**src/rtl/aibcr3pnr_dll_lock_mon.sv**
```systemverilog
// DLL lock monitor: watches the DLL phase-detector up/dn dither after reset release, declares
// lock, detects loss of lock or acquisition failure, and requests a DLL re-reset when enabled.
module aibcr3pnr_dll_lock_mon #(
  parameter int SETTLE_W = 10,
  parameter int CNT_W    = 6,
  parameter int WIN_W    = 8,
  parameter int MAX_WIN  = 4
) (
  input  logic                clk,
  input  logic                rst_n,
  input  logic                dll_reset_n,
  input  logic                pd_up,
  input  logic                pd_dn,
  input  logic [SETTLE_W-1:0] rb_settle_cyc,
  input  logic [CNT_W-1:0]    rb_lock_thr,
  input  logic [CNT_W-1:0]    rb_unlock_run,
  input  logic                rb_relock_en,
  output logic                dll_lock,
  output logic                lock_fail,
  output logic                reinit_req,
  output logic [2:0]          mon_state
);

  typedef enum logic [2:0] {
    ST_IDLE    = 3'd0,
    ST_SETTLE  = 3'd1,
    ST_ACQUIRE = 3'd2,
    ST_LOCKED  = 3'd3,
    ST_REQ     = 3'd4,
    ST_FAIL    = 3'd5
  } state_t;

  localparam logic [1:0] DIR_NONE = 2'd0;
  localparam logic [1:0] DIR_UP   = 2'd1;
  localparam logic [1:0] DIR_DN   = 2'd2;

  localparam int FAIL_W = (MAX_WIN > 1) ? $clog2(MAX_WIN) : 1;
  localparam logic [FAIL_W-1:0] FAIL_LAST = FAIL_W'(MAX_WIN - 1);

  state_t              state;
  state_t              state_nx;
  logic [SETTLE_W-1:0] scnt;
  logic [WIN_W-1:0]    win_cnt;
  logic [CNT_W-1:0]    rev_cnt;
  logic [CNT_W-1:0]    run_cnt;
  logic [FAIL_W-1:0]   fail_cnt;
  logic [1:0]          last_dir;

  logic                ev_up;
  logic                ev_dn;
  logic                ev_inv;
  logic                reversal;
  logic                same_dir;
  logic [1:0]          dir_next;
  logic [CNT_W-1:0]    rev_next;
  logic [CNT_W-1:0]    run_next;
  logic                settle_done;
  logic                lock_hit;
  logic                win_end;
  logic                fail_last;
  logic                unlock_hit;

  // Per-cycle direction event; a simultaneous up and dn is treated as invalid, not a direction.
  assign ev_up    = pd_up & ~pd_dn;
  assign ev_dn    = pd_dn & ~pd_up;
  assign ev_inv   = pd_up & pd_dn;
  assign reversal = (ev_up && (last_dir == DIR_DN)) || (ev_dn && (last_dir == DIR_UP));
  assign same_dir = (ev_up && (last_dir == DIR_UP)) || (ev_dn && (last_dir == DIR_DN));
  assign dir_next = ev_up ? DIR_UP : (ev_dn ? DIR_DN : last_dir);

  assign rev_next = (reversal && (rev_cnt != {CNT_W{1'b1}})) ? rev_cnt + CNT_W'(1) : rev_cnt;

  always_comb begin
    run_next = run_cnt;
    if (ev_inv) begin
      run_next = '0;
    end else if (same_dir) begin
      if (run_cnt != {CNT_W{1'b1}}) run_next = run_cnt + CNT_W'(1);
    end else if (ev_up || ev_dn) begin
      run_next = CNT_W'(1);
    end
  end

  assign settle_done = (scnt == rb_settle_cyc);
  assign lock_hit    = (rev_next >= rb_lock_thr);
  assign win_end     = (win_cnt == {WIN_W{1'b1}});
  assign fail_last   = (fail_cnt == FAIL_LAST);
  assign unlock_hit  = (rb_unlock_run != '0) && (run_next == rb_unlock_run);

  always_ff @(posedge clk) begin
    if (!rst_n) state <= ST_IDLE;
    else        state <= state_nx;
  end

  // dll_reset_n low overrides every state; it is the only way out of REQ and FAIL.
  always_comb begin
    state_nx = state;
    if (!dll_reset_n) begin
      state_nx = ST_IDLE;
    end else begin
      case (state)
        ST_IDLE:    state_nx = ST_SETTLE;
        ST_SETTLE:  if (settle_done) state_nx = ST_ACQUIRE;
        ST_ACQUIRE: begin
          if (lock_hit)                state_nx = ST_LOCKED;
          else if (win_end && fail_last) state_nx = ST_FAIL;
        end
        ST_LOCKED:  if (unlock_hit) state_nx = rb_relock_en ? ST_REQ : ST_ACQUIRE;
        ST_REQ:     state_nx = ST_REQ;
        ST_FAIL:    state_nx = ST_FAIL;
        default:    state_nx = ST_IDLE;
      endcase
    end
  end

  always_ff @(posedge clk) begin
    if (!rst_n || !dll_reset_n) begin
      scnt     <= '0;
      win_cnt  <= '0;
      rev_cnt  <= '0;
      run_cnt  <= '0;
      fail_cnt <= '0;
      last_dir <= DIR_NONE;
    end else begin
      case (state)
        ST_IDLE: scnt <= '0;
        ST_SETTLE: begin
          scnt <= scnt + SETTLE_W'(1);
          if (settle_done) begin
            win_cnt  <= '0;
            rev_cnt  <= '0;
            fail_cnt <= '0;
            last_dir <= DIR_NONE;
          end
        end
        ST_ACQUIRE: begin
          if (lock_hit) begin
            run_cnt  <= '0;
            last_dir <= dir_next;
          end else if (win_end) begin
            // Failed window: start the next one from scratch.
            win_cnt  <= '0;
            rev_cnt  <= '0;
            last_dir <= DIR_NONE;
            if (!fail_last) fail_cnt <= fail_cnt + FAIL_W'(1);
          end else begin
            win_cnt  <= win_cnt + WIN_W'(1);
            rev_cnt  <= rev_next;
            last_dir <= dir_next;
          end
        end
        ST_LOCKED: begin
          run_cnt  <= run_next;
          last_dir <= dir_next;
          if (unlock_hit && !rb_relock_en) begin
            win_cnt  <= '0;
            rev_cnt  <= '0;
            fail_cnt <= '0;
            last_dir <= DIR_NONE;
          end
        end
        default: ;
      endcase
    end
  end

  always_comb begin
    dll_lock   = (state == ST_LOCKED);
    lock_fail  = (state == ST_FAIL);
    reinit_req = (state == ST_REQ) || ((state == ST_FAIL) && rb_relock_en);
    mon_state  = state;
  end

endmodule

```
**config.mk**
```make
export PLATFORM = sky130hd
export DESIGN_NAME = aibcr3pnr_dll_lock_mon
export DESIGN_NICKNAME = d
export VERILOG_FILES = /design/src/rtl/aibcr3pnr_dll_lock_mon.sv
export SDC_FILE = /design/constraint.sdc
export NUM_CORES = 1
export LEC_CHECK = 0
export BUFFER_PORTS_ARGS = -buffer_cell sky130_fd_sc_hd__buf_2
export CORE_MARGIN = 2
export CORE_UTILIZATION = 53
export CTS_CLUSTER_DIAMETER = 150
export DETAILED_ROUTE_END_ITERATION = 10
export PLACE_DENSITY = 0.8
export SLEW_MARGIN = 20
export SYNTH_ARGS = -nofsm -noshare
export SYNTH_HDL_FRONTEND = slang
export SYNTH_SLANG_ARGS = --single-unit
```
**constraint.sdc**
```tcl
create_clock -name clk -period 3.5 [get_ports clk]
set_input_delay 0.175 -clock clk [delete_from_list [all_inputs] [get_ports clk]]
set_output_delay 0.175 -clock clk [all_outputs]
set_load 0.02 [all_outputs]
```
# == Yosys cells after proc, flatten, opt, wreduce, memory -nomap -nowiden ==
# Index checks and enable logic that the tools add are counted.
# totals
romBits,0
wordCells,103
latchBits,0
n_memories,0
ram_bits,0
reg_bits,37
# classes
shifts,0
reduce_logical,28
order_cmp,1
bitwise,5
muxes,36
addsub,5
eq_ne,21
n_mul,0
div_mod_pow,0
# ops
cell,n
two-way mux 6 bit,10
two-way mux 8 bit,4
one-hot mux 8 bit (3 select lines),1
two-way mux 2 bit,10
one-hot mux 10 bit (2 select lines),1
one-hot mux 3 bit (6 select lines),1
one-hot mux 6 bit (3 select lines),1
two-way mux 3 bit,5
adder 6 x 1 -> 6 bit (second input constant),2
inequality test 6 bit (second input constant),2
one-hot mux 2 bit (3 select lines),2
one-hot mux 6 bit (2 select lines),1
adder 10 x 1 -> 10 bit (second input constant),1
equality test 10 bit,1
inequality test 2 bit (second input constant),5
logical AND 1 bit,9
adder 8 x 1 -> 8 bit (second input constant),1
equality test 8 bit (second input constant),1
equality test 3 x 2 -> 1 bit (second input constant),2
equality test 3 bit (second input constant),2
equality test 6 bit,1
greater-or-equal comparator 6 bit,1
AND reduction 2 bit,3
AND reduction 6 bit,1
16 further kinds,28

# == Logic depth before layout (Yosys ltp) ==
# Gate-level depths: netlist of the first run.
# logic_depth
word_depth,11
mapped_depth,15

# == Worst setup path before layout of the first run ==
# Ideal clock, no wire load.
# synth_timing
path_kind,flip-flop to flip-flop
start,register rev_cnt[0]
end,register fail_cnt[0]
setup_time_ns,0.072
path_stages_with_launch,14
synth_period_minus_slack_ns,3.548
t_required_ns,3.428
arrival_ns,3.476
slack_ns,-0.048
n_path_buf,0
cell_sequence,dfxtp_1 > ha_1 > and3_1 > a32oi_1 > xnor2_1 > ha_1 > nand2b_1 > a211oi_1 > o21bai_1 > a211oi_1 > nor2_1 > o41a_4 > a2111oi_4 > mux2i_1
# synth_between
elab_chain_cells,6
word_cells_on_any_way,7
classes_between,1 x add/sub; 1 x order compare; 2 x eq/ne; 1 x mux; 2 x reduce/logical
# synth_lines
item,line_no,source
from (decl),44,logic [CNT_W-1:0] rev_cnt;
from (signal assigned),148,rev_cnt <= rev_next;
"parallel branches: the longest is 2 deep, another holds adder 6 x 1 -> 6 bit",--,
two-way mux 6 bit *,71,assign rev_next = (reversal && (rev_cnt != {CNT_W{1'b1}})) ? rev_cnt + CNT_W'(1) : rev_cnt;
greater-or-equal comparator 6 bit *,85,assign lock_hit = (rev_next >= rb_lock_thr);
inequality test 2 bit (no source line) *,--,
AND reduction 6 bit (no source line) *,--,
to (signal assigned),145,if (!fail_last) fail_cnt <= fail_cnt + FAIL_W'(1);
to (decl),46,logic [FAIL_W-1:0] fail_cnt;
# Mark *: on every way between the ends.
# A chain may end at the register's enable or synchronous reset.

# == Worst setup path after layout of the first run ==
# layout_timing
start,register run_cnt[1]
end,register fail_cnt[1]
# layout_between
elab_chain_cells,9
word_cells_on_any_way,11
classes_between,1 x add/sub; 3 x eq/ne; 4 x mux; 3 x reduce/logical
# layout_lines
item,line_no,source
from (decl),45,logic [CNT_W-1:0] run_cnt;
from (signal assigned),153,run_cnt <= run_next;
adder 6 x 1 -> 6 bit or inequality test 6 bit (tied branches),78,if (run_cnt != {CNT_W{1'b1}}) run_next = run_cnt + CNT_W'(1);
two-way mux 6 bit,78,
two-way mux 6 bit *,77,end else if (same_dir) begin
two-way mux 6 bit *,75,if (ev_inv) begin
equality test 6 bit *,88,assign unlock_hit = (rb_unlock_run != '0) && (run_next == rb_unlock_run);
logical AND 1 bit *,88,
logical AND 1 bit *,155,if (unlock_hit && !rb_relock_en) begin
inequality test 2 x 1 -> 1 bit (no source line) *,--,
AND reduction 6 bit (no source line) *,--,
# Mark *: on every way between the ends. The rest lies on a longest branch, timed or not.

==> metrics list, run 1 <==
- Worst EP required: between 3 and 4 ns
- The worst setup path is launched from a register.
* Switching power: 237.2 uW
- The worst register-to-register path begins at run_cnt[1].
- The clock passes through at most 2 buffers.
- For this run, design rule violations remaining after detail routing come to 0.
- Critical Path Start: run_cnt[1]
- Setup CP Type: register to register
- The internal portion of the total power is between 600 and 700 uW.
- The library cell used most frequently in the layout, excluding fill and tap cells, is nor2_1.
- Area of the core: 4786 um^2
- Counting every net in the synthesized netlist gives 386.
* Tightest Pin Transition: 0.8000 ns
* Kind of end point of the critical path: register
* Relative slew slack: between 40 and 50%
- In this run the power density over the cells is between 200 and 300 nW/um^2.
* Cell total after placement: 445
- Proportion of synthesized chip area in sequential cells: 27.72%
- TritonCTS built the clock tree.
* Crit path capture: fail_cnt[1]
* Maximum fanout along the worst path: 7
* Number of clock sinks: 37
* Pre-antenna DRT Iters: 4
- Setup violations remaining at the end of the flow were counted as 0.
- The H-tree was split into 2 levels.
- Die Ht: between 70 and 80 um
- Leaving out filler cells and counting taps, the final layout contains approximately 450.
* Dominant cell type by area after synthesis: dfxtp_1
- The filler cells instantiated in the layout total 427.
- The final-report hold violation count was 0.
- Sequential group share of total power: 50.5%
- Number of enable-type register cells in the synthesized netlist: 0
- Layout overhead on the synthesized area: 15.92%
- Maximum operating frequency: 0.2985 GHz
* Clock share of power: 34.9%
- GR Util All Layers: 23.98%
* Initial Util: 55.84%
* Clk Latency, worst-skew pair: ~0.30 ns
- Sum of overflow across all layers after global routing: 0
* Hold buffers post-CTS: 0
* Peak per-stage delay on the critical path: 0.51 ns
* Max-slew violation count: 0
* Signal arrival time at the worst endpoint: 3.57 ns
- Dividing the detail-routed via count by the number of cells gives ~5.8.
* Result of the run: completed
* Nets: 429
* Maximum number of pins on one net before global-route repair: 23
* Switching power share of the total: 27.91%
- Row cnt: 25
- After legalization and detailed placement, the total HPWL measured between 4 and 5 mm.
- The congestion estimate from routability-driven global placement came to between 0.9 and 1.
* Register bit total from synthesis: 37
- The tool flagged a number of max-cap violations equal to 0.
- Part of the power in combinational logic: 14.6%
- Worst reg2reg setup slack: 0.15 ns
- Dominant synthesized flop cell: dfxtp_1
- In this run the critical register-to-register path is captured at fail_cnt[1].
* Critical Path Slowest Stage Cell: or4_4
- The routed design has 6.381 mm of wire.
- Post-DRT Antenna Nets: 0
* Vias in the first global route: 2428
- Of all flip-flops after synthesis, the portion carrying an async set or reset was 0%.
* Period utilization: 95.70%
- The synthesized netlist occupies a cell area of 2673 um^2.
- Summed over all cells, the static leakage comes to 0.001278 uW.
* Global-route wire length before repair: about 11 mm
- Chip width: roughly 75 um
- Post-layout util: 64.73%
* Synth Warn #: 0
- Die ar.: 5627 um^2
- Clock skew after layout: 0.006901 ns
- After the first detailed-routing iteration, the DRC count stood at approximately 140.
* Cell Chain, Critical Path: ha_1 > nand2_1 > a2bb2oi_1 > a311o_1 > a221o_1 > or4_4 > o41a_4 > a2111oi_4 > mux2i_1
* Area share of the leading cell type in the synthesized netlist: 27.72%
* Routed WL per cell: about 14 um
- Measured in cells, the most critical reg-to-reg path has a length of 9.
* Top area cells in the synthesized netlist: dfxtp_1 28%, ha_1 7.0%, nor2_1 5.6%
- Clock-pin slew was measured on the worst setup and hold paths at about 0.07 ns.
* Fraction of layout instances using a drive strength above 1: 18.60%
- 0 antenna diodes ended up in the layout.
- Worst hold margin: 0.3363 ns
- Total I/O pin count: 34
* Clock root cell: clkbuf_8
* Classification of the worst-slack hold path: input port to register
* Initial antenna violation count: 0
- Synth Instances: about 340
- Clock tree synthesis inserted a total of 5 buffers.
* Most frequent cells in the layout: 40 x nor2_1, 39 x nand2_1, 37 x dfxtp_1, 33 x buf_2, 20 x o21ai_0
- The worst path in the final design needs a cycle of 3.350 ns, including I/O delays and setup.
* Number of distinct standard cells referenced by the synthesized netlist: 60
- The detailed router placed 2649 vias in this run.
- IR analysis of the VDD net gives a maximum drop of between 0.15 and 0.2 mV.
- Average size of a mapped cell: 7.792 um^2
* Port bufs: 33
-- area by class of cell --
cell class	count	area [um^2]	area share, %
tap	67	83.83	2.706
clock buffer	6	72.57	2.342
inverter	15	56.30	1.817
timing repair buffer	48	290.3	9.370
clock inverter	2	10.01	0.3231
multi-input combinational	279	1844	59.53
sequential	37	740.7	23.91
-- what timing repair did --
| item | 4_1_cts | 5_1_grt |
|---|---|---|
| endpoints found under the setup margin | 2 | 17 |
| gates resized for setup | 1 | 4 |
| setup buffers | 0 | 1 |
| pin swaps | 0 | 8 |
| endpoints found under the hold margin | 0 | 0 |
-- cell usage after synthesis, types with 4 or more instances --
cell type  instances
nor2_1            40
nand2_1           39
dfxtp_1           37
o21ai_0           22
nand3_1           17
a31oi_1           16
xnor2_1           16
a21oi_1           15
ha_1              15
inv_1             15
a211oi_1           9
clkbuf_1           9
and3_1             5
and2_1             4
nand4_1            4
o211ai_1           4
xor2_1             4
-- power by group through the flow --
stage | combinational [uW] | sequential (uW) | clock (uW)
2_1_floorplan | 77.7 | 437 | 0
3_3_place_gp | 120 | 438 | 0
3_5_place_dp | 121 | 439 | 0
4_1_cts | 123 | 429 | 303
5_1_grt | 139 | 430 | 313
6_report | 124 | 429 | 297
-- worst max-delay path: cells and delay by family (launching register included) --
family,cells,cell delay [ns]
multiplexers,1,0.23
AND/OR/NAND/NOR,2,0.66
adder cells (fa/ha/maj),1,0.29
flip-flops,1,0.43
AO/OA/AOI/OAI,5,1.67
-- layer usage --
metal  vias to the layer above  global-route usage, %  share of wire [%]
met5                         -                      0                  0
met4                         0                  10.12                1.7
met1                      1204                  31.96                 47
li1                       1344                      -                  -
met2                        90                  38.99                 46
met3                        11                  3.213                5.4
-- how the worst min path moves through the flow --
stage | end | slack (ns) | start | depth (start not counted)
finish | mon_state[1] | 0.34 | rb_relock_en | 4
global route | last_dir[1] | 0.40 | pd_up | 4
CTS | mon_state[1] | 0.33 | rb_relock_en | 4
detailed placement | win_cnt[7] | 0.47 | win_cnt[7] | 1
global placement | fail_cnt[1] | 0.46 | fail_cnt[1] | 2
floorplan | fail_cnt[1] | 0.44 | fail_cnt[1] | 2
-- kinds of logic after synthesis --
logic type,Yosys count,synth area share (%)
and+or+nand+nor,142,27.01
AOI/OAI and AO/OA,96,24.95
DFF,37,27.72
buffers and inverters,27,4.353
xor gates and xnor gates,20,6.554
adders and majority gates,15,7.022
muxes,6,2.388
-- sequential cells by signal, summed over array words and instances (netlist names) --
name,cells
run_cnt,6
win_cnt,8
mon_state,3
fail_cnt,2
scnt,10
rev_cnt,6
last_dir,2
-- through the flow --
stage	instance area [um^2]	power, uW	setup slack, ns	setup TNS, ns
5_1_grt	3098	882.5	-0.03825	-0.08136
2_1_floorplan	2680	515.0	0.02348	0
3_3_place_gp	2987	558.5	0.1035	0
3_5_place_dp	2987	560.0	-0.006894	-0.006894
6_report	3098	849.9	0.1503	0
4_1_cts	3074	855.0	0.01488	0
Note: power is estimated with default switching activity, not from simulation.
==> run 2, diff against run 1 <==
--- a/config.mk
+++ b/config.mk
@@ -7,10 +7,11 @@
 export LEC_CHECK = 0
 export BUFFER_PORTS_ARGS = -buffer_cell sky130_fd_sc_hd__buf_2
 export CORE_MARGIN = 2
-export CORE_UTILIZATION = 53
+export CORE_UTILIZATION = 55
 export CTS_CLUSTER_DIAMETER = 150
+export CTS_CLUSTER_SIZE = 30
 export DETAILED_ROUTE_END_ITERATION = 10
-export PLACE_DENSITY = 0.8
+export PLACE_DENSITY = 0.79
 export SLEW_MARGIN = 20
 export SYNTH_ARGS = -nofsm -noshare
 export SYNTH_HDL_FRONTEND = slang
==> constraint.sdc (replaced) <==
create_clock -name clk -period 4.35 [get_ports clk]
set_input_delay 0.2175 -clock clk [delete_from_list [all_inputs] [get_ports clk]]
set_output_delay 0.2175 -clock clk [all_outputs]
set_load 0.02 [all_outputs]
==> run 2 against run 1 <==
Critical path type unchanged; hold slack better by 0.030 ns; global-route usage fell by 0.35 points; utilization fell by 2.0 points; sequential power is 19% lower; critical endpoint is now fail_cnt[0]; die area is 3.4% lower; cell area fell by 5.0%; first-iteration DRC count increased by 46%; via count is 2.8% lower; largest cell class unchanged; worst setup slack better by 0.28 ns; total power shrank 20%; clock skew about the same; count of clock-buffer cells in the layout unchanged.
==> metrics list, run 2 (synthesis results as in run 1) <==
- Global-route wire length before repair: 10.20 mm (-3.7%)
* Row cnt: 25 (unchanged)
* Met3 Resource Use GR: 4.527% (+1.3 points)
- Critical Path Slowest Stage Cell: o41a_4
- Chip width: 73.71 um (-1.7%)
* Signal arrival time at the worst endpoint: 4.14 ns (+0.57 ns)
- Worst path top cell family by delay: compound AO/OA/AOI/OAI gates
* Clock skew after layout: 0.006903 ns (+0.000001050 ns)
- The y dimension of the die was 73.71 um (-1.7%).
* Number of clock sinks: 37 (unchanged)
- The worst setup path is launched from a register.
* Hold buffers post-CTS: 0 (unchanged)
* Post-DRT Antenna Nets: 0 (unchanged)
- Result of the run: completed
- Routed vias: 2574 (-2.8%)
- The number of nets in the layout was 416 (-3.0%).
- Min-delay src: rb_relock_en
- Cell Count, Final, Fillers Out: 428 (-5.7%)
- Setup repair after global routing missed its margin: false
- The total overflow reported by the global router was 0 (unchanged).
* Maximum fanout along the worst path: 6 (-1)
* Crit path capture: fail_cnt[0]
- The worst register-to-register path begins at rev_cnt[0].
- The max-capacitance violation count was 0 (unchanged).
- Critical Path Start: rev_cnt[0]
- Maximum operating frequency: 0.2553 GHz (-14%)
* GR met2 Demand/Resource: 38.29% (-0.69 points)
- The count of inserted antenna diode cells was 0 (unchanged).
- The estimated wirelength of the detail-placed design is 4.408 mm (-3.6%).
* H-tree lvl count: 2 (unchanged)
* Cell Chain, Critical Path: ha_1 > and3_1 > a32oi_1 > xnor2_1 > ha_1 > nand2b_1 > a211oi_1 > o21bai_1 > a211oi_1 > nor2_1 > o41a_4 > a2111oi_4 > mux2i_1
- The number of flip-flops under the largest register name came to 10 (unchanged).
- The final core area utilization is 62.72% (-2.0 points).
- Kind of end point of the critical path: register
* Final hold viol count: 0 (unchanged)
* Clk Latency, worst-skew pair: 0.30 ns (about the same)
* CTS tree: done
- The number of buffers added for setup after CTS was 0 (unchanged).
- Clock root cell: clkbuf_8
- Global routing's busiest layer: met2
- The total I/O pin count came to 34 (unchanged).
* Most frequent standard cell in the layout excluding fill and tap cells: nor2_1
- The minimum clock period is 3.917 ns (+0.5674 ns).
- The full die area came to 5433 um^2 (-3.4%).
- Initial Util: 56.96% (+1.1 points)
* Classification of the worst-slack hold path: input port to register
- The worst relative slew slack came to 46.40% (-0.14 points).
* Routed WL per cell: 14.10 um (+0.29%)
- The total track usage came to 23.63% (-0.35 points).
* Last weighted congestion value of the routability-driven placer: 0.9220 (-1.2%)
- Leaving out fill and tap cells, the most frequent cells in the layout are 40 x nor2_1, 39 x nand2_1, 37 x dfxtp_1, 33 x buf_2, 22 x o21ai_0.
* Port bufs: 33 (unchanged)
* Tightest Pin Transition: 0.8021 ns (+0.002079 ns)
- First DRT Iteration DRCs: 207 (+46%)
- Top flop regs: scnt: 10 flops, win_cnt: 8 flops
* Endpoint of the most critical register-to-register path: fail_cnt[0]
- Final routed DRC violation total: 0 (unchanged)
- The register clock-pin slew on the reported worst setup and hold paths was 0.08 ns (about the same).
- The met1 track utilization from global routing is 31.44% (-0.52 points).
* Number of filler cells placed in the layout: 427 (unchanged)
* Via count normalized by instance count: 6.014 (+3.1%)
* Total wire length after detailed routing: 6.033 mm (-5.5%)
- Compared with the post-synthesis result, the final layout area differs by 10.11%.
- The number of detailed-routing iterations run before antenna repair is 4 (unchanged).
- DP Worst Slack: 0.4331 ns (+0.4400 ns)
- The total CTS buffers was 5 (unchanged).
- Setup CP Type: register to register
- The delay of the slowest cell on the worst path is 0.52 ns (about the same).
* Setup Viol. Count Final: 0 (unchanged)
- The data required time at the worst endpoint was 4.57 ns (+0.85 ns).
- Cell total after placement: 420 (-5.6%)
* Area of the core: 4692 um^2 (-2.0%)
- The count of instances resized after the clock tree is built is 0 (-1).
* Max VDD drop: 0.1114 mV (-39%)
- P_leak: 0.001210 uW (-5.3%)
- Vias in the first global route: 2321 (-4.4%)
- Largest Register: scnt
- Max-slew violation count: 0 (unchanged)
* CTS max path bufs: 2 (unchanged)
- The slack of the worst reg-to-reg path was 0.43 ns (+0.28 ns).
- The worst setup margin is 0.4330 ns (+0.2826 ns).
* Maximum number of pins on one net before global-route repair: 23 (unchanged)
- The buffering stage count on the worst path with inverters included came to 0 (unchanged).
- The cell count of the worst reg-to-reg path was 13 (+4).
- The critical path depth in cells is 13 (+4).
- The initial antenna violation count came to 0 (unchanged).
- Pwr Density: 231.0 nW/um^2 (-16%)
* Period utilization: 90.05% (-5.7 points)
- The proportion of layout cells with a drive suffix above 1 was 14.97% (-3.6 points).
- Final sum of negative setup slack: 0 ns (unchanged)
run 2: routing by layer:
layer	vias to the layer above	part of all wire (%)
li1	1313	-
met1	1190	49
met2	62	45
met3	9	4.7
met4	0	1.3
met5	-	0
run 2: worst min-delay path by stage:
stage | endpoint | depth (start not counted)
after detailed placement | fail_cnt[1] | 2
after floorplan | fail_cnt[1] | 2
final | mon_state[1] | 4
after global placement | fail_cnt[1] | 2
after global routing | mon_state[1] | 4
after CTS | mon_state[1] | 4
run 2: where the power goes:
| group | internal [uW] | switching (uW) | leakage [uW] | total, uW |
|---|---|---|---|---|
| clock network | 111 | 130 | 0.0000450 | 241 |
| logic | 36.6 | 56.7 | 0.000866 | 93.3 |
| registers | 341 | 4.97 | 0.000298 | 346 |
run 2: worst register-to-register path, delay by kind of cell (launching register included):
kind	cells	cell delay, ns
AOI/OAI and AO/OA	6	2.10
DFF	1	0.35
muxes	1	0.24
and+or+nand+nor	3	0.49
xor gates and xnor gates	1	0.19
adders and majority gates	2	0.48
run 2: per-stage QoR:
step	total power, uW	hold WS (ns)	area [um^2]
6_report	679.9	0.3665	2943
5_1_grt	707.0	0.3682	2943
4_1_cts	684.9	0.3615	2943
3_5_place_dp	446.2	0.4554	2860
3_3_place_gp	444.4	0.4547	2860
2_1_floorplan	414.3	0.4385	2673
run 2: final cells by class:
type,count,area [um^2],share of cell area (%)
inverter,15,56.30,1.913
tap,54,67.56,2.296
multi-input combinational,279,1815,61.69
sequential,37,740.7,25.17
timing repair buffer,35,180.2,6.122
clock inverter,2,10.01,0.3401
clock buffer,6,72.57,2.466
